--- src/rtl/updown_sequencer_if.sv ---
`timescale 1ns/1ps
// updown_sequencer_if: control, limit and counter-side signals of the up/down sequencer
interface updown_sequencer_if;
    logic       start;
    logic       stop;
    logic [3:0] lo_lim;
    logic [3:0] hi_lim;
    logic [3:0] cnt_in;
    logic       tick;
    logic       m;
    logic [3:0] cnt_q;
    logic       at_limit;
    logic       busy;
    logic       err;
    modport master (output start, stop, lo_lim, hi_lim, cnt_in, input tick, m, cnt_q, at_limit, busy, err);
    modport slave (input start, stop, lo_lim, hi_lim, cnt_in, output tick, m, cnt_q, at_limit, busy, err);
endinterface

--- src/rtl/updown_sequencer.sv ---
`timescale 1ns/1ps
// updown_sequencer: ping-pongs a ripple up/down counter between limits, validating each step after a settle window
module updown_sequencer #(
    parameter int SETTLE = 2
) (
    input logic clk,
    input logic rst,
    updown_sequencer_if.slave bus
);
    typedef enum logic [2:0] {S_IDLE, S_GUARD, S_BASE, S_TICK_HI, S_TICK_LO, S_SETTLE, S_CHECK, S_ERR} state_t;
    localparam logic [3:0] WAIT_LD = 4'(SETTLE - 1);
    state_t     r_state;
    logic [3:0] r_wait;
    logic [3:0] r_lo;
    logic [3:0] r_hi;
    logic [3:0] r_cnt_q;
    logic       r_tick;
    logic       r_m;
    logic       r_at_limit;
    logic       r_err;
    logic       r_stop;
    logic [3:0] w_exp;
    logic       w_start_ok;
    logic       w_busy;
    logic       w_stop;
    logic       w_turn;
    assign w_exp      = r_m ? r_cnt_q + 4'd1 : r_cnt_q - 4'd1;
    assign w_start_ok = bus.start && (bus.lo_lim < bus.hi_lim);
    assign w_busy     = (r_state != S_IDLE) && (r_state != S_ERR);
    assign w_stop     = r_stop || bus.stop;
    assign w_turn     = bus.cnt_in == (r_m ? r_hi : r_lo);
    always_ff @(posedge clk or posedge rst) begin
        if (rst) begin
            r_state    <= S_IDLE;
            r_wait     <= 4'd0;
            r_lo       <= 4'd0;
            r_hi       <= 4'd0;
            r_cnt_q    <= 4'd0;
            r_tick     <= 1'b0;
            r_m        <= 1'b1;
            r_at_limit <= 1'b0;
            r_err      <= 1'b0;
            r_stop     <= 1'b0;
        end else begin
            r_tick     <= 1'b0;
            r_at_limit <= 1'b0;
            if (w_busy && bus.stop) r_stop <= 1'b1;
            case (r_state)
                S_IDLE, S_ERR: if (w_start_ok) begin
                    r_lo    <= bus.lo_lim;
                    r_hi    <= bus.hi_lim;
                    r_err   <= 1'b0;
                    r_stop  <= 1'b0;
                    r_m     <= (bus.cnt_in < bus.hi_lim);
                    r_wait  <= WAIT_LD;
                    r_state <= S_GUARD;
                end
                S_GUARD: if (r_wait == 4'd0) r_state <= S_BASE; else r_wait <= r_wait - 4'd1;
                S_BASE: begin
                    r_cnt_q <= bus.cnt_in;
                    if (w_stop) begin
                        r_stop  <= 1'b0;
                        r_state <= S_IDLE;
                    end else begin
                        r_tick  <= 1'b1;
                        r_state <= S_TICK_HI;
                    end
                end
                S_TICK_HI: r_state <= S_TICK_LO;
                S_TICK_LO: begin
                    r_wait  <= WAIT_LD;
                    r_state <= S_SETTLE;
                end
                S_SETTLE: if (r_wait == 4'd0) r_state <= S_CHECK; else r_wait <= r_wait - 4'd1;
                S_CHECK: if (bus.cnt_in != w_exp) begin
                    r_err   <= 1'b1;
                    r_state <= S_ERR;
                end else begin
                    r_cnt_q <= bus.cnt_in;
                    // a pending stop wins over a turn-around
                    if (w_stop) begin
                        r_stop  <= 1'b0;
                        r_state <= S_IDLE;
                    end else if (w_turn) begin
                        r_m        <= ~r_m;
                        r_at_limit <= 1'b1;
                        r_wait     <= WAIT_LD;
                        r_state    <= S_GUARD;
                    end else begin
                        r_tick  <= 1'b1;
                        r_state <= S_TICK_HI;
                    end
                end
            endcase
        end
    end
    assign bus.tick     = r_tick;
    assign bus.m        = r_m;
    assign bus.cnt_q    = r_cnt_q;
    assign bus.at_limit = r_at_limit;
    assign bus.busy     = w_busy;
    assign bus.err      = r_err;
endmodule
--- src/flat_wrapper.sv ---
// flat-port wrapper written by rule: the top's interface ports become plain ports
module updown_sequencer_flat 
#(
    parameter int SETTLE = 2
)
  (clk, rst, bus_start, bus_stop, bus_lo_lim, bus_hi_lim, bus_cnt_in, bus_tick, bus_m, bus_cnt_q, bus_at_limit, bus_busy, bus_err);
  updown_sequencer_if bus_i ();
  input logic clk;
  input logic rst;
  input wire logic [$bits(bus_i.start)-1:0] bus_start;
  input wire logic [$bits(bus_i.stop)-1:0] bus_stop;
  input wire logic [$bits(bus_i.lo_lim)-1:0] bus_lo_lim;
  input wire logic [$bits(bus_i.hi_lim)-1:0] bus_hi_lim;
  input wire logic [$bits(bus_i.cnt_in)-1:0] bus_cnt_in;
  output wire logic [$bits(bus_i.tick)-1:0] bus_tick;
  output wire logic [$bits(bus_i.m)-1:0] bus_m;
  output wire logic [$bits(bus_i.cnt_q)-1:0] bus_cnt_q;
  output wire logic [$bits(bus_i.at_limit)-1:0] bus_at_limit;
  output wire logic [$bits(bus_i.busy)-1:0] bus_busy;
  output wire logic [$bits(bus_i.err)-1:0] bus_err;
  assign bus_i.start = bus_start;
  assign bus_i.stop = bus_stop;
  assign bus_i.lo_lim = bus_lo_lim;
  assign bus_i.hi_lim = bus_hi_lim;
  assign bus_i.cnt_in = bus_cnt_in;
  assign bus_tick = bus_i.tick;
  assign bus_m = bus_i.m;
  assign bus_cnt_q = bus_i.cnt_q;
  assign bus_at_limit = bus_i.at_limit;
  assign bus_busy = bus_i.busy;
  assign bus_err = bus_i.err;
  updown_sequencer #(.SETTLE(SETTLE)) u_core (.clk(clk), .rst(rst), .bus(bus_i));
endmodule
--- config.mk ---
export PLATFORM = sky130hd
export DESIGN_NAME = updown_sequencer_flat
export DESIGN_NICKNAME = d
export VERILOG_FILES = /design/src/rtl/updown_sequencer_if.sv /design/src/rtl/updown_sequencer.sv /design/src/flat_wrapper.sv
export SDC_FILE = /design/constraint.sdc
export NUM_CORES = 1
export LEC_CHECK = 0
export BUFFER_PORTS_ARGS = -buffer_cell sky130_fd_sc_hd__buf_2
export CORE_ASPECT_RATIO = 1.5
export CORE_MARGIN = 1
export CORE_UTILIZATION = 56
export CTS_CLUSTER_SIZE = 28
export DETAILED_ROUTE_END_ITERATION = 7
export PLACE_DENSITY = 0.79
export SETUP_SLACK_MARGIN = 0.3
export SKIP_CTS_REPAIR_TIMING = 1
export SLEW_MARGIN = 20
export SYNTH_ARGS = -nofsm -noshare
export SYNTH_HDL_FRONTEND = slang
export SYNTH_SLANG_ARGS = --single-unit
--- constraint.sdc ---
create_clock -name clk -period 3.3 [get_ports clk]
set_input_delay 0.165 -clock clk [delete_from_list [all_inputs] [get_ports clk]]
set_output_delay 0.165 -clock clk [all_outputs]
set_load 0.1 [all_outputs]
* Word level (Yosys, flattened, before mapping) *
Index checks and enable logic that the tools add are counted.

storage, ports and cells
  flip-flop bits (word level) = 24
  input port bits = 16
  output and inout port bits = 9
  word-level logic and storage cells = 92

cells by class
  add/subtract/negate cells = 3
  magnitude comparators = 2
  equal/unequal tests = 18
  multiplexer cells = 40
  bitwise operators = 1
  reductions and logical operators = 18

operators with widths
  cell                                              number
  2-to-1 mux 4 bit                                  8
  case mux 3 bit (7 select lines)                   1
  2-to-1 mux 1 bit                                  18
  case mux 4 bit (4 select lines)                   1
  2-to-1 mux 3 bit                                  5
  == test 3 bit, second input constant              4
  != test 2 x 1 -> 1 bit, second input constant     5
  < comparator 4 bit                                2
  case mux 4 bit (2 select lines)                   1
  subtractor 4 x 1 -> 4 bit, second input constant  2
  == test 3 x 2 -> 1 bit, second input constant     2
  != test 2 bit, second input constant              3
  case mux 1 bit (2 select lines)                   3
  AND reduction 3 bit                               2
  AND reduction 6 bit                               1
  AND reduction 5 bit                               1
  adder 4 x 1 -> 4 bit, second input constant       1
  == test 4 bit                                     1
  logical NOT 4 bit                                 1
  2-to-1 mux 2 bit                                  2
  != test 4 bit                                     1
  AND reduction 2 bit                               2
  nonzero test 2 bit                                2
  nonzero test 4 bit                                1
  9 further kinds                                   12

* Depth between registers and ports, before layout *
  word-level depth = 7
  gate-level depth with buffers = 9
  mapped depth without buffers = 8

* Least setup slack after synthesis *
Ideal clock, no wire load.

  kind = reg2reg
  start point = reg u_core.r_m (netlist: u_core.bus.m)
  end point = reg u_core.r_wait[0]
  library setup time = 0.125 ns
  arrival = 2.722 ns
  data required time = 3.175 ns
  setup slack = 0.453 ns
  cell stages (with the launch flop) = 10
  buffers on the path = 1
  clock period less this slack = 2.847 ns
  path through = dfstp_2 > buf_6 > inv_1 > ha_1 > xor3_1 > nor3_4 > a31oi_2 > a21oi_2 > o211ai_4 > mux2_4

between the ends
  longest elaborated chain between the ends = 4
  elaborated cells between the ends (all ways) = 7
  those cells by class = 4 x eq/ne; 2 x mux; 1 x reduce/logical

RTL lines
  what                                                                             RTL line                                        text
  from (decl)                                                                      updown_sequencer.sv:18                          logic r_m;
  from (signal assigned)                                                           updown_sequencer.sv:54                          r_m <= (bus.cnt_in < bus.hi_lim);
  from (signal assigned)                                                           updown_sequencer.sv:85                          r_m <= ~r_m;
  2-to-1 mux 4 bit, on equally long branches                                       updown_sequencer.sv:31, updown_sequencer.sv:27
  == test 4 bit / != test 4 bit (equally long branches)                            updown_sequencer.sv:31, updown_sequencer.sv:75
  != test 2 x 1 -> 1 bit (no source line) / != test 2 bit (equally long branches)  n/a
  AND reduction 6 bit (no source line) (*)                                         n/a
  to (signal assigned)                                                             updown_sequencer.sv:35                          r_wait <= 4'd0;
  to (signal assigned)                                                             updown_sequencer.sv:55                          r_wait <= WAIT_LD;
  to (signal assigned)                                                             updown_sequencer.sv:58                          S_GUARD: if (r_wait == 4'd0) r_state <= S_BASE; else r_wait <= r_wait - 4'd1;
  to (decl)                                                                        updown_sequencer.sv:13                          logic [3:0] r_wait;

Mark *: on every way between the ends. The rest lies on a longest branch, timed or not.
A chain may end at the register's enable or synchronous reset.

* Worst setup path in the final report *
  start point = reg u_core.r_m (netlist: u_core.bus.m)
  end point = reg u_core.r_wait[2]

Same word-level chain as after synthesis.

==> reports/metrics.yaml <==
critical_path:
  cp_num_cells: 8
  crit_buf_inv: 1
  worstPathRequired_ns: 3.45
  ff2ff_path_depth: 8
  path_cells: "inv_1 > ha_1 > xor3_1 > nor3_4 > a31oi_2 > a21oi_2 > o211ai_4 > a221o_1"
  cpPeakStageDelay_ns: 0.66
  critPathMaxFanout: 9
  crit_arrival_ns: 2.83
  cp_slowest_cell: "dfstp_2"
  worstSetupPathType: "register to register"
  cp-end-kind: "register"
  cp-start-kind: "register"
  cp_top_family: "compound AO/OA/AOI/OAI gates"
final_layout:
  drive_gt1_share_pct: 28.2
  area.growth.synth_to_final_pct: 12.6
  layout_commonest_cell: "buf_2"
  fin_util_pct: 65.9
  fillers: 216
  antenna-diode-count: 0
  seq_area_um2: 602
  fin_nets: 201
  stdcell_area_mm2: 0.00174
  finalNonFillerCells: 211
  final_cell_mix: "24 x buf_2, 23 x dfrtp_1, 15 x nand2_1"
  multi_input_comb_area_um2: 878
status:
  status: "finished, final reports clean"
synthesis:
  synth_seq_cells: 24
  synthCells: 149
  yosysWarnings: 0
  ys_seq_area_share_pct: 38.9
  synth_top_area_share_pct: 37.2
  ys_top_cells_by_area: "dfrtp_1 37%, ha_1 7.3%, mux2_2 6.5%"
  syn-num-nets: 175
  syn-cell-area_mm2: 0.00155
  yosys.area.top_type: "dfrtp_1"
  avgSynthCellArea_um2: 10.4
  synth.distinct_cells: 49
power:
  p_comb_share_pct: 60.3
  power_mw: 1.88
  switchingPower_mw: 0.950
  internal-power_mw: 0.933
  power.density_mw_per_mm2: 1080
  vdd_ir_drop_max_uv: 806
  p_sw_share_pct: 50.4
  p_leak_nw: 0.842
  p_seq_share_pct: 30.1
  pwr-share-clk_pct: 9.5
cts:
  clock_latency_ns: 0.27
  root_buffer: "clkbuf_8"
  clock-sinks: 24
  clockBufferDepth: 2
  clk_pin_slew_ns: 0.09
  numCtsBuffers: 3
  htree_num_levels: 1
  cts_tree: "built"
timing:
  finalHoldViolCount: 0
  clock.fmax_ghz: 0.374
  setup_viol: 0
  rsz0062_at_grt: "no"
  worstMarginPinSlew_ns: 0.924
  whs_ns: 0.0842
  skew_ns: 0.00556
  drv_slew: 0
  tns_ns: 0
  fin_crit_ns: 2.67
  relSlewSlack_pct: 38.3
  fin_crit_sh_pct: 81.0
  layout_setup_ws_ns: 0.627
grt:
  grt_pass1_wl_um: 5040
  globalRouteTotalUtil_pct: 23.0
  gr-total-overflow: 0
  grt_max_degree: 25
  first_global_vias: 1166
  antenna_found_initial: 0
detailed_routing:
  drc_errors: 0
  routed_wl_um: 3010
  vias_per_cell: 5.73
  dr.pass1.iters: 4
  wl_per_cell_um: 14.3
  drtIter0Drc: 24
  ant_nets: 0
  dr_total_vias: 1210
place:
  placed_cell_area_mm2: 0.00170
  place_ws_ns: 0.630
  dp.cells: 207
  portBuffers: 24
  place_congestion: 0.861
  dpl.hpwl_um: 2350
floorplan:
  die_x_um: 44.9
  die_h_um: 66.4
  io_pins: 25
  core_area_mm2: 0.00265
  dieArea_mm2: 0.00298
  initial_utilization_pct: 58.5
  num_rows: 23
hold_path:
  hp-class: "primary input to async pin"
job:
  cap_viol_max_count: 0
[synth_stat cells (all sizes together)]
cell,number
xor3,1
o31ai,1
a221o,2
buf,2
nand4,2
a21bo,1
nor3b,1
dfrtp,23
and3,1
nand2b,4
a211oi,1
nand3b,1
nand3,3
xnor2,1
a21boi,1
xor2,5
a211o,1
o21a,1
o21ai,8
ha,9
a31oi,1
or3,1
nor3,6
mux2i,4
o211ai,3
fa,1
o22ai,1
xnor3,1
clkbuf,2
mux2,11
and4,1
dfstp,1
nand2,15
a21oi,12
nor2b,1
and2b,1
nor2,4
inv,12
o31a,1
a21o,1
[sequential cells by signal, indices dropped and copies added, names as in the netlist]
| name | cells |
|---|---|
| u_core.r_hi | 4 |
| u_core.r_wait | 4 |
| u_core.r_state | 3 |
| u_core.r_stop | 1 |
| u_core.r_lo | 4 |
| u_core.bus.err | 1 |
| u_core.bus.at_limit | 1 |
| u_core.bus.m | 1 |
| u_core.bus.tick | 1 |
| u_core.bus.cnt_q | 4 |
[cell families after synthesis]
family / synth area share, %
and+or+nand+nor: 14.6
AOI/OAI and AO/OA: 16.1
DFF: 38.9
buffers and inverters: 4.44
muxes: 11.1
adders and majority gates: 8.56
xor gates and xnor gates: 6.38
[power by group through the flow]
stage | Combinational (mW) | Clock, mW | Sequential, mW
after CTS | 1.14 | 0.182 | 0.566
after floorplan | 0.758 | 0 | 0.772
after global placement | 1.11 | 0 | 0.564
after global routing | 1.23 | 0.197 | 0.584
after detailed placement | 1.14 | 0 | 0.572
final | 1.14 | 0.180 | 0.567
[layout make-up]
cell class / instances / area share [%]
tap: 37 / 2.65
sequential: 24 / 34.5
clock buffer: 4 / 2.58
multi-input combinational: 109 / 50.4
timing repair buffer: 25 / 7.32
inverter: 12 / 2.58
[layer usage]
metal,GRT usage [%],share of wire [%],vias to the layer above
met5,0,0,-
met4,14.8,4.1,0
met3,2.46,2.4,11
met2,39.7,54,30
met1,25.6,39,588
li1,-,-,581
[path summary, 6_finish.rpt]
| kind | start | slack, ns | endpoint |
|---|---|---|---|
| setup reg to reg | u_core.bus.m | 0.63 | u_core.r_wait[2] |
| hold / removal | rst | 0.08 | u_core.r_wait[1] |
| max in group asynchronous | rst | 2.64 | u_core.bus.tick |
| min in group clk | bus_lo_lim[2] | 0.14 | u_core.r_lo[2] |
| setup / recovery | u_core.bus.m | 0.63 | u_core.r_wait[2] |
| hold reg to reg | u_core.r_hi[1] | 0.50 | u_core.r_hi[1] |
No activity file was read; power rests on OpenSTA's default activity.
